File: config.mk
export PLATFORM = sky130hd
export DESIGN_NAME = io_prog_loader
export DESIGN_NICKNAME = d
export VERILOG_FILES = /design/src/rtl/io_prog_loader_pkg.sv /design/src/rtl/io_prog_loader_pin_sync.sv /design/src/rtl/io_prog_loader.sv
export SDC_FILE = /design/constraint.sdc
export NUM_CORES = 1
export LEC_CHECK = 0
export CAP_MARGIN = 20
export CORE_MARGIN = 3
export CORE_UTILIZATION = 25
export CTS_CLUSTER_SIZE = 25
export DETAILED_ROUTE_END_ITERATION = 10
export PLACE_DENSITY_LB_ADDON = 0.3
export SYNTH_ARGS = -nofsm -noshare
export SYNTH_HDL_FRONTEND = slang
export SYNTH_HIERARCHICAL = 1
export SYNTH_SLANG_ARGS = --single-unit
File: constraint.sdc
create_clock -name wb_clk_i -period 1.9 [get_ports wb_clk_i]
set_clock_uncertainty 0.05 [all_clocks]
set_input_delay 0.475 -clock wb_clk_i [delete_from_list [all_inputs] [get_ports wb_clk_i]]
set_output_delay 0.475 -clock wb_clk_i [all_outputs]
set_load 0.03 [all_outputs]
File: src/rtl/io_prog_loader_pkg.sv
// io_prog_loader_pkg
// Shared definitions for the serial program loader: loader FSM state type,
// instruction word width and default instruction-memory address width.
package io_prog_loader_pkg;

    localparam int INSTR_W    = 16;
    localparam int DEF_ADDR_W = 8;

    typedef enum logic [1:0] {
        ST_IDLE  = 2'd0,
        ST_SHIFT = 2'd1,
        ST_WRITE = 2'd2,
        ST_DONE  = 2'd3
    } ld_state_e;

endpackage : io_prog_loader_pkg

File: src/rtl/io_prog_loader_pin_sync.sv
// pin_sync
// Multi-flop synchronizer for one asynchronous input pin.
// Ports:
//   clk  - sampling clock
//   rst  - asynchronous active-high reset, clears every stage
//   d    - asynchronous pin
//   q    - synchronized copy, STAGES cycles behind d
module pin_sync #(
    parameter int STAGES = 2
) (
    input  logic clk,
    input  logic rst,
    input  logic d,
    output logic q
);

    logic [STAGES-1:0] sync_q;
    logic [STAGES-1:0] sync_d;

    always_comb begin
        sync_d = {sync_q[STAGES-2:0], d};
    end

    always_ff @(posedge clk or posedge rst) begin
        if (rst) begin
            sync_q <= '0;
        end else begin
            sync_q <= sync_d;
        end
    end

    assign q = sync_q[STAGES-1];

endmodule : pin_sync

File: src/rtl/io_prog_loader.sv
// io_prog_loader
// Loads a program into the core's instruction memory from an external host
// over a three-pin serial link (mode / bit clock / data, MSB first) while
// holding the core in reset.
// Ports:
//   wb_clk_i, wb_rst_i  - clock, asynchronous active-high reset
//   ld_mode_i           - session request pin (async)
//   ld_sclk_i           - serial bit clock pin (async)
//   ld_sdata_i          - serial data pin (async)
//   imem_we_o           - one-cycle instruction memory write strobe
//   imem_addr_o         - write address / words written this session
//   imem_wdata_o        - last fully assembled instruction word
//   cpu_rst_o           - core reset, high for the whole session
//   ld_done_o           - one-cycle pulse at session end
//   ld_ovf_o            - sticky: last address of the memory was written
//
// state    | meaning
// ---------+-----------------------------------------------------------
// ST_IDLE  | no session; core released; waits for armed mode request
// ST_SHIFT | collecting serial bits into the shift register
// ST_WRITE | one-cycle write of the completed word; still shifting
// ST_DONE  | one-cycle end-of-session pulse, core still in reset
module io_prog_loader
    import io_prog_loader_pkg::*;
#(
    parameter int ADDR_W      = DEF_ADDR_W,
    parameter int SYNC_STAGES = 2
) (
    input  logic               wb_clk_i,
    input  logic               wb_rst_i,
    input  logic               ld_mode_i,
    input  logic               ld_sclk_i,
    input  logic               ld_sdata_i,
    output logic               imem_we_o,
    output logic [ADDR_W-1:0]  imem_addr_o,
    output logic [INSTR_W-1:0] imem_wdata_o,
    output logic               cpu_rst_o,
    output logic               ld_done_o,
    output logic               ld_ovf_o
);

    localparam logic [ADDR_W-1:0] ADDR_LAST = '1;

    logic mode_s;
    logic sclk_s;
    logic sdata_s;

    pin_sync #(.STAGES(SYNC_STAGES)) u_sync_mode (
        .clk (wb_clk_i),
        .rst (wb_rst_i),
        .d   (ld_mode_i),
        .q   (mode_s)
    );

    pin_sync #(.STAGES(SYNC_STAGES)) u_sync_sclk (
        .clk (wb_clk_i),
        .rst (wb_rst_i),
        .d   (ld_sclk_i),
        .q   (sclk_s)
    );

    pin_sync #(.STAGES(SYNC_STAGES)) u_sync_sdata (
        .clk (wb_clk_i),
        .rst (wb_rst_i),
        .d   (ld_sdata_i),
        .q   (sdata_s)
    );

    ld_state_e          state_q,     state_d;
    logic               sclk_prev_q, sclk_prev_d;
    logic [INSTR_W-1:0] shreg_q,     shreg_d;
    logic [3:0]         bitcnt_q,    bitcnt_d;
    logic [INSTR_W-1:0] wdata_q,     wdata_d;
    logic [ADDR_W-1:0]  addr_q,      addr_d;
    logic               ovf_q,       ovf_d;
    // Armed once mode has been seen low, so a mode level left high after a
    // session cannot immediately start another one.
    logic               armed_q,     armed_d;

    logic sclk_rise;
    logic shift_en;

    assign sclk_rise = sclk_s & ~sclk_prev_q;

    always_comb begin
        state_d     = state_q;
        sclk_prev_d = sclk_s;
        shreg_d     = shreg_q;
        bitcnt_d    = bitcnt_q;
        wdata_d     = wdata_q;
        addr_d      = addr_q;
        ovf_d       = ovf_q;
        armed_d     = armed_q | ~mode_s;
        shift_en    = 1'b0;

        case (state_q)
            ST_IDLE: begin
                if (mode_s && armed_q) begin
                    state_d  = ST_SHIFT;
                    addr_d   = '0;
                    bitcnt_d = '0;
                    ovf_d    = 1'b0;
                    armed_d  = 1'b0;
                end
            end
            ST_SHIFT: begin
                shift_en = 1'b1;
                // A word completing in the same cycle mode drops is still written.
                if (sclk_rise && (bitcnt_q == 4'hF)) begin
                    state_d = ST_WRITE;
                end else if (!mode_s) begin
                    state_d = ST_DONE;
                end
            end
            ST_WRITE: begin
                // A bit arriving during the write belongs to the next word.
                shift_en = 1'b1;
                addr_d   = addr_q + ADDR_W'(1);
                if (addr_q == ADDR_LAST) begin
                    ovf_d   = 1'b1;
                    state_d = ST_DONE;
                end else if (!mode_s) begin
                    state_d = ST_DONE;
                end else begin
                    state_d = ST_SHIFT;
                end
            end
            ST_DONE: begin
                state_d = ST_IDLE;
            end
            default: begin
                state_d = ST_IDLE;
            end
        endcase

        if (shift_en && sclk_rise) begin
            shreg_d  = {shreg_q[INSTR_W-2:0], sdata_s};
            bitcnt_d = bitcnt_q + 4'd1;
            if (bitcnt_q == 4'hF) begin
                wdata_d = {shreg_q[INSTR_W-2:0], sdata_s};
            end
        end
    end

    always_ff @(posedge wb_clk_i or posedge wb_rst_i) begin
        if (wb_rst_i) begin
            state_q     <= ST_IDLE;
            sclk_prev_q <= 1'b0;
            shreg_q     <= '0;
            bitcnt_q    <= '0;
            wdata_q     <= '0;
            addr_q      <= '0;
            ovf_q       <= 1'b0;
            armed_q     <= 1'b1;
        end else begin
            state_q     <= state_d;
            sclk_prev_q <= sclk_prev_d;
            shreg_q     <= shreg_d;
            bitcnt_q    <= bitcnt_d;
            wdata_q     <= wdata_d;
            addr_q      <= addr_d;
            ovf_q       <= ovf_d;
            armed_q     <= armed_d;
        end
    end

    assign imem_we_o    = (state_q == ST_WRITE);
    assign cpu_rst_o    = (state_q != ST_IDLE);
    assign ld_done_o    = (state_q == ST_DONE);
    assign imem_addr_o  = addr_q;
    assign imem_wdata_o = wdata_q;
    assign ld_ovf_o     = ovf_q;

endmodule : io_prog_loader

# Word-level counts from Yosys, hierarchy flattened
# Index checks and enable logic that the tools add are counted.
op_classes:
  n_addsub: 2
  n_eq_ne: 8
  n_mux: 17
  n_bitwise: 4
  n_reduce_logical: 14
ops:
  columns: ["op", "count"]
  rows:
  - ["case mux 8 bit (2 select lines)", 1]
  - ["2-to-1 mux 4 bit", 3]
  - ["2-to-1 mux 2 bit", 5]
  - ["adder 8 x 1 -> 8 bit (second input constant)", 1]
  - ["== test 8 bit (second input constant)", 1]
  - ["2-to-1 mux 8 bit", 1]
  - ["case mux 2 bit (4 select lines)", 1]
  - ["AND reduction 2 bit", 4]
  - ["nonzero test 2 bit", 4]
  - ["2-to-1 mux 1 bit", 5]
  - ["adder 4 x 1 -> 4 bit (second input constant)", 1]
  - ["== test 2 bit (second input constant)", 2]
  - ["== test 4 bit (second input constant)", 1]
  - ["logical AND 1 bit", 3]
  - ["!= test 3 bit (second input constant)", 1]
  - ["AND reduction 3 bit", 1]
  - ["== test 2 x 1 -> 1 bit (second input constant)", 1]
  - ["logical NOT 2 bit", 1]
  - ["!= test 2 x 1 -> 1 bit (second input constant)", 1]
  - ["!= test 2 bit (second input constant)", 1]
  - ["inverter 1 bit", 2]
  - ["case mux 1 bit (2 select lines)", 1]
  - ["OR reduction 2 bit", 1]
  - ["bitwise AND 1 bit", 1]
  - ["OR 1 bit", 1]
word_totals:
  ff_bits: 54
  output_inout_bits: 28

# Longest topological paths before layout
logic_depth:
  word_depth: 6
  ltp_mapped: 7
  mapped_depth_nobuf: 6

# Cells and area by module
# Netlist, hierarchy kept.
by_module_without_submodules:
  columns: ["module", "n_inst", "cells_each", "area_per_inst_um2", "seq_area_each_um2"]
  rows:
  - ["io_prog_loader", 1, 198, 2119.5, 1202.4]
  - ["pin_sync", 3, 3, 53.8, 50.0]

# Worst setup path after synthesis
# OpenSTA, ideal clock, no wires.
synth_timing:
  path_kind: "register to register"
  start: "register state_q[0]"
  end: "register addr_q[4] (netlist: imem_addr_o[4])"
  setup_ns: 0.128
  arrival_time_ns: 1.746
  required_time_ns: 1.722
  setup_slack_ns: -0.025
  stages_incl_launch_ff: 8
  path_buffers: 1
  period_less_slack_ns: 1.925
  cell_sequence: "dfrtp_1 inv_1 ha_1 clkbuf_2 nor2_1 nor4b_1 xnor2_1 nor2_1"
synth_between:
  elab_chain_cells: 3
synth_lines:
  columns: ["element", "line_no", "text"]
  rows:
  - ["start: declaration", "io_prog_loader.sv:69", "ld_state_e state_q, state_d;"]
  - ["start signal: assignment", "io_prog_loader.sv:156", "state_q <= state_d;"]
  - ["== test 2 bit (*)", null, null]
  - ["net imem_we_o", "io_prog_loader.sv:34", "output logic imem_we_o,"]
  - ["nonzero test 2 bit (no source line)", null, null]
  - ["AND reduction 2 bit (no source line)", null, null]
  - ["end signal: assignment", "io_prog_loader.sv:161", "addr_q <= addr_d;"]
  - ["end: declaration", "io_prog_loader.sv:74", "logic [ADDR_W-1:0] addr_q, addr_d;"]
# The timed path passes the listed nets; every way through them passes the cells marked *.
# A chain may end at the register's enable or synchronous reset.

# Worst setup path after layout
layout_timing:
  start: "register wdata_q[1] (netlist: imem_wdata_o[1])"
  end: "output port imem_wdata_o[1]"
layout_lines:
  columns: ["element", "line_no", "text"]
  rows:
  - ["start: declaration", "io_prog_loader.sv:73", "logic [INSTR_W-1:0] wdata_q, wdata_d;"]
  - ["start signal: assignment", "io_prog_loader.sv:160", "wdata_q <= wdata_d;"]
  - ["end: declaration", "io_prog_loader.sv:36", "output logic [INSTR_W-1:0] imem_wdata_o,"]
# No word-level cell between the ends.

==> results by stage <==
CTS:
- TritonCTS built the clock tree.
- Counting every sink on the clock net gives 54.
- Buffers inserted during clock tree synthesis total 5.
- The H-tree generated during clock tree synthesis spans 2 levels.
- Counting along the longest clock path gives a buffer depth of 2.
- The buffer type at the clock tree root is clkbuf_8.
- After clock tree synthesis, the clock-pin slew on the worst setup and hold paths is 0.09 ns.
- The number of hold-repair buffers added at the cts stage is 0.
- The insertion delay to the later sink of the worst-skew pair is 0.30 ns.

Global route:
- The remaining global-route overflow is 0.
- The global-route usage over all layers is 8.840%.
- The first global-routing pass estimated 7300 um of wire.
- The number of global-route vias before repair came to 1,586.
- The largest net degree at the start of global routing is 49.
- The number of antenna violations at the first check in global routing came to 0.

Run status:
- The flow ran to the end, and the final reports show no timing, DRC or antenna violations.

Logic synthesis:
- The synthesized design spends more area on one cell type than any other, namely dfrtp_1.
- After synthesis, the cell types taking the most area are dfrtp_1 58%, nand2_1 8.9%, mux2_2 8.4%.
- Summed over its instances, the top area cell type makes up 58.15% of the synthesized netlist area.
- In the synthesized netlist the async set-or-reset flop fraction comes to 100.0%.
- The unique cell type count in the Yosys netlist is 35.
- The total standard cell area after synthesis is 2281 sq um.
- The number of standard cells after synthesis is 207.
- Each instance of the synthesized netlist takes up on average 11.02 sq um.
- The synthesized design contains 0 enable-type register cells.
- For this run, the number of Yosys warnings is 6.
- In this run, synthesis produced a sequential element count of 54.
- The most used flip-flop cell after synthesis is dfrtp_1.
- The sequential cell area fraction in the yosys report is 59.30%.
- The number of nets in the synthesized netlist is 219.

Power and ir drop:
- The relative contribution of sequential cells to total power is 44.9%.
- The maximum VDD drop is 0.4026 mV.
- The power per standard cell area is 1156 nW/um^2.
- The logic gate share of total power is 32.9%.
- The post-layout total power is 3.408 mW.
- The internal portion of the total power is 2.223 mW.
- The clock network accounts for 22.2% of the total power.
- The switching share of total power is 34.78%.
- The power dissipated by switching net loads is 1.185 mW.
- For this design the static power due to leakage is 1.612 nW.

Setup path:
- The slowest cell on the critical path is clkdlybuf4s50_1.
- The signal on the critical path passes through clkdlybuf4s50_1.
- The largest single stage delay on the critical path is 0.68 ns.
- STA puts the critical path data arrival time at 1.34 ns.
- The element type at the critical path start is a flop.
- The type of destination of the critical path is a primary output.
- In this design, the largest share of critical-path delay is due to buffers and inverters.
- Of all nets on the critical path, the largest fanout is 2.
- The critical path is of the reg -> out type.
- For the worst setup path, the data required time is 1.37 ns.
- Counting both buffers and inverters, the worst setup path holds a total of 1.

Die:
- In this run the count of I/O pins placed on the die edge is 33.
- In this run the horizontal extent of the chip is 101.5 um.
- The site row count is 34.
- The full die area is 10,310 sq um.
- The area inside the core boundary is 8806 sq um.
- Once the floorplan was initialized, standard cells occupied 25.90% of the core.
- The die span in y is 101.5 um.

Timing:
- The worst path in the final design needs a cycle of 1.862 ns, including I/O delays and setup.
- The final max-slew violation count is 0.
- Setup violations remaining at the end of the flow were counted as 0.
- The hold violation total from the final report is 0.
- In the finished design, the share of the clock period the worst path needs comes to 97.99%.
- Derived from the worst setup path, the maximum achievable clock frequency is 537.1 MHz.
- Setup repair after global routing left no endpoint under its margin.
- The max-slew headroom at the worst pin is 74.35%.
- The slew at the pin closest to its max-slew limit is 0.3795 ns.

Placed design:
- The congestion estimate from routability-driven global placement came to 0.7964.
- The number of instances in the placed design is 347.
- The number of buffers added on ports is 32.
- Summed over all nets, the half-perimeter wirelength after detailed placement is 2961 um.

Route:
- The total wire length after detailed routing is 4254 um.
- The final antenna-violating net count is 0.
- The per-cell routed wire length is 11.92 um.
- Across all layers, the routed design uses 1,552 vias.
- The iteration-0 DRC count of the detailed router is 67.
- The count of TritonRoute iterations in the first routing pass is 4.
- The post-detailed-route DRC marker count is 0.
- Dividing the detail-routed via count by the number of cells gives 4.347.

Layout:
- At the end of the flow, the number of nets in the layout was 260.
- For this run, the number of standard cells in the final layout without fillers is 357.
- From synthesis to final layout, the design area changed by 29.29%.
- Leaving out fill and tap cells, the most frequent cell in the layout is nand2_1.
- The layout cell share with drive strength beyond 1 is 18.47%.
- In the layout the commonest cells are 54 x nand2_1, 52 x dfrtp_1, 17 x mux2_2.
- The number of antenna diodes in the final layout is 0.

Hold path:
- The class of the most critical hold timing path is reg -> reg.

Job:
- The max-capacitance violation count is 0.
-- worst paths after layout --
check	slack, ns	depth (start not counted)	endpoint	startpoint
min reg2reg	0.30	0	u_sync_sdata/sync_q[1]$_DFF_PP0_	u_sync_sdata/sync_q[0]$_DFF_PP0_
min in group asynchronous	0.36	2	u_sync_sdata/sync_q[0]$_DFF_PP0_	wb_rst_i
max in group asynchronous	0.97	3	armed_q$_DFF_PP1_	wb_rst_i
max reg2reg	0.17	7	bitcnt_q[2]$_DFFE_PP0P_	state_q[1]$_DFFE_PP0P_
max	0.04	1	imem_wdata_o[1]	imem_wdata_o[1]$_DFFE_PP0P_
min	0.30	0	u_sync_sdata/sync_q[1]$_DFF_PP0_	u_sync_sdata/sync_q[0]$_DFF_PP0_
-- power groups by stage --
stage | logic, mW | clock network (mW) | registers, mW
4_1_cts | 1.08 | 0.799 | 1.52
6_report | 1.12 | 0.758 | 1.53
3_3_place_gp | 1.03 | 0 | 1.54
5_1_grt | 1.26 | 0.842 | 1.57
3_5_place_dp | 1.04 | 0 | 1.56
2_1_floorplan | 0.685 | 0 | 1.56
-- sequential cells by signal, indices dropped and copies added, names as in the netlist --
signal               cells
ld_ovf_o                 1
shreg_q                 15
armed_q                  1
sclk_prev_q              1
imem_addr_o              8
u_sync_mode/sync_q       2
u_sync_sdata/sync_q      2
bitcnt_q                 4
state_q                  2
u_sync_sclk/sync_q       2
imem_wdata_o            16
-- stage by stage --
| stage | area, sq um | setup slack [ns] | setup TNS (ns) | hold WS (ns) | utilization (%) |
|---|---|---|---|---|---|
| global route | 2949 | 0.0002366 | 0 | 0.3222 | 33.49 |
| CTS | 2893 | -0.04641 | -0.07211 | 0.3061 | 32.85 |
| finish | 2949 | 0.03821 | 0 | 0.3036 | 33.49 |
| floorplan | 2283 | 0.06007 | 0 | 0.1662 | - |
| global placement | 2774 | 0.1024 | 0 | 0.2815 | 31.50 |
| detailed placement | 2774 | 0.06382 | 0 | 0.2847 | 31.50 |
-- cells by family after synthesis --
group / synth area share [%]
mux: 8.393
simple gates: 16.29
fa+ha+maj: 3.840
compound gates: 7.131
flops: 59.30
buf+inv: 3.126
xor+xnor: 1.920
-- repair_timing --
action | CTS | global route
setup buffers | 2 | 0
resized for setup | 12 | 18
hold endpoints to repair | 0 | 0
setup endpoints to repair | 11 | 34
pin swaps | 0 | 0
-- layout make-up --
| class | instances | area [sq um] |
|---|---|---|
| Sequential cell | 54 | 1354 |
| Fill cell | 887 | 5857 |
| Clock inverter | 2 | 37.54 |
| Tap cell | 108 | 135.1 |
| Clock buffer | 6 | 72.57 |
| Inverter | 9 | 33.78 |
| Timing Repair Buffer | 41 | 434.2 |
| Multi-Input combinational cell | 137 | 882.1 |
-- worst reg2reg max path, delay by kind of cell (launching register included) --
kind	cells	cell delay, ns
buf+inv	2	0.31
simple gates	2	0.29
compound gates	2	0.25
fa+ha+maj	1	0.27
flops	1	0.44
-- per-layer routing --
metal / vias to the layer above / global-route usage, % / routed length (um)
li1: 778 / - / -
met1: 740 / 11.64 / 2069
met2: 28 / 14.24 / 1932
met3: 6 / 2.342 / 187
met4: 0 / 2.761 / 65
met5: - / 0 / 0
-- Yosys cell counts (3+ instances only) --
library cell and n:
o21ai_0 9, ha_1 7, nand2_1 54, xnor2_1 5, inv_1 9, mux2_2 17, a21oi_1 3, nand3_1 7
dfrtp_1 53, nor4_1 3, nor2_1 9
Power figures use the tool's default switching activity.
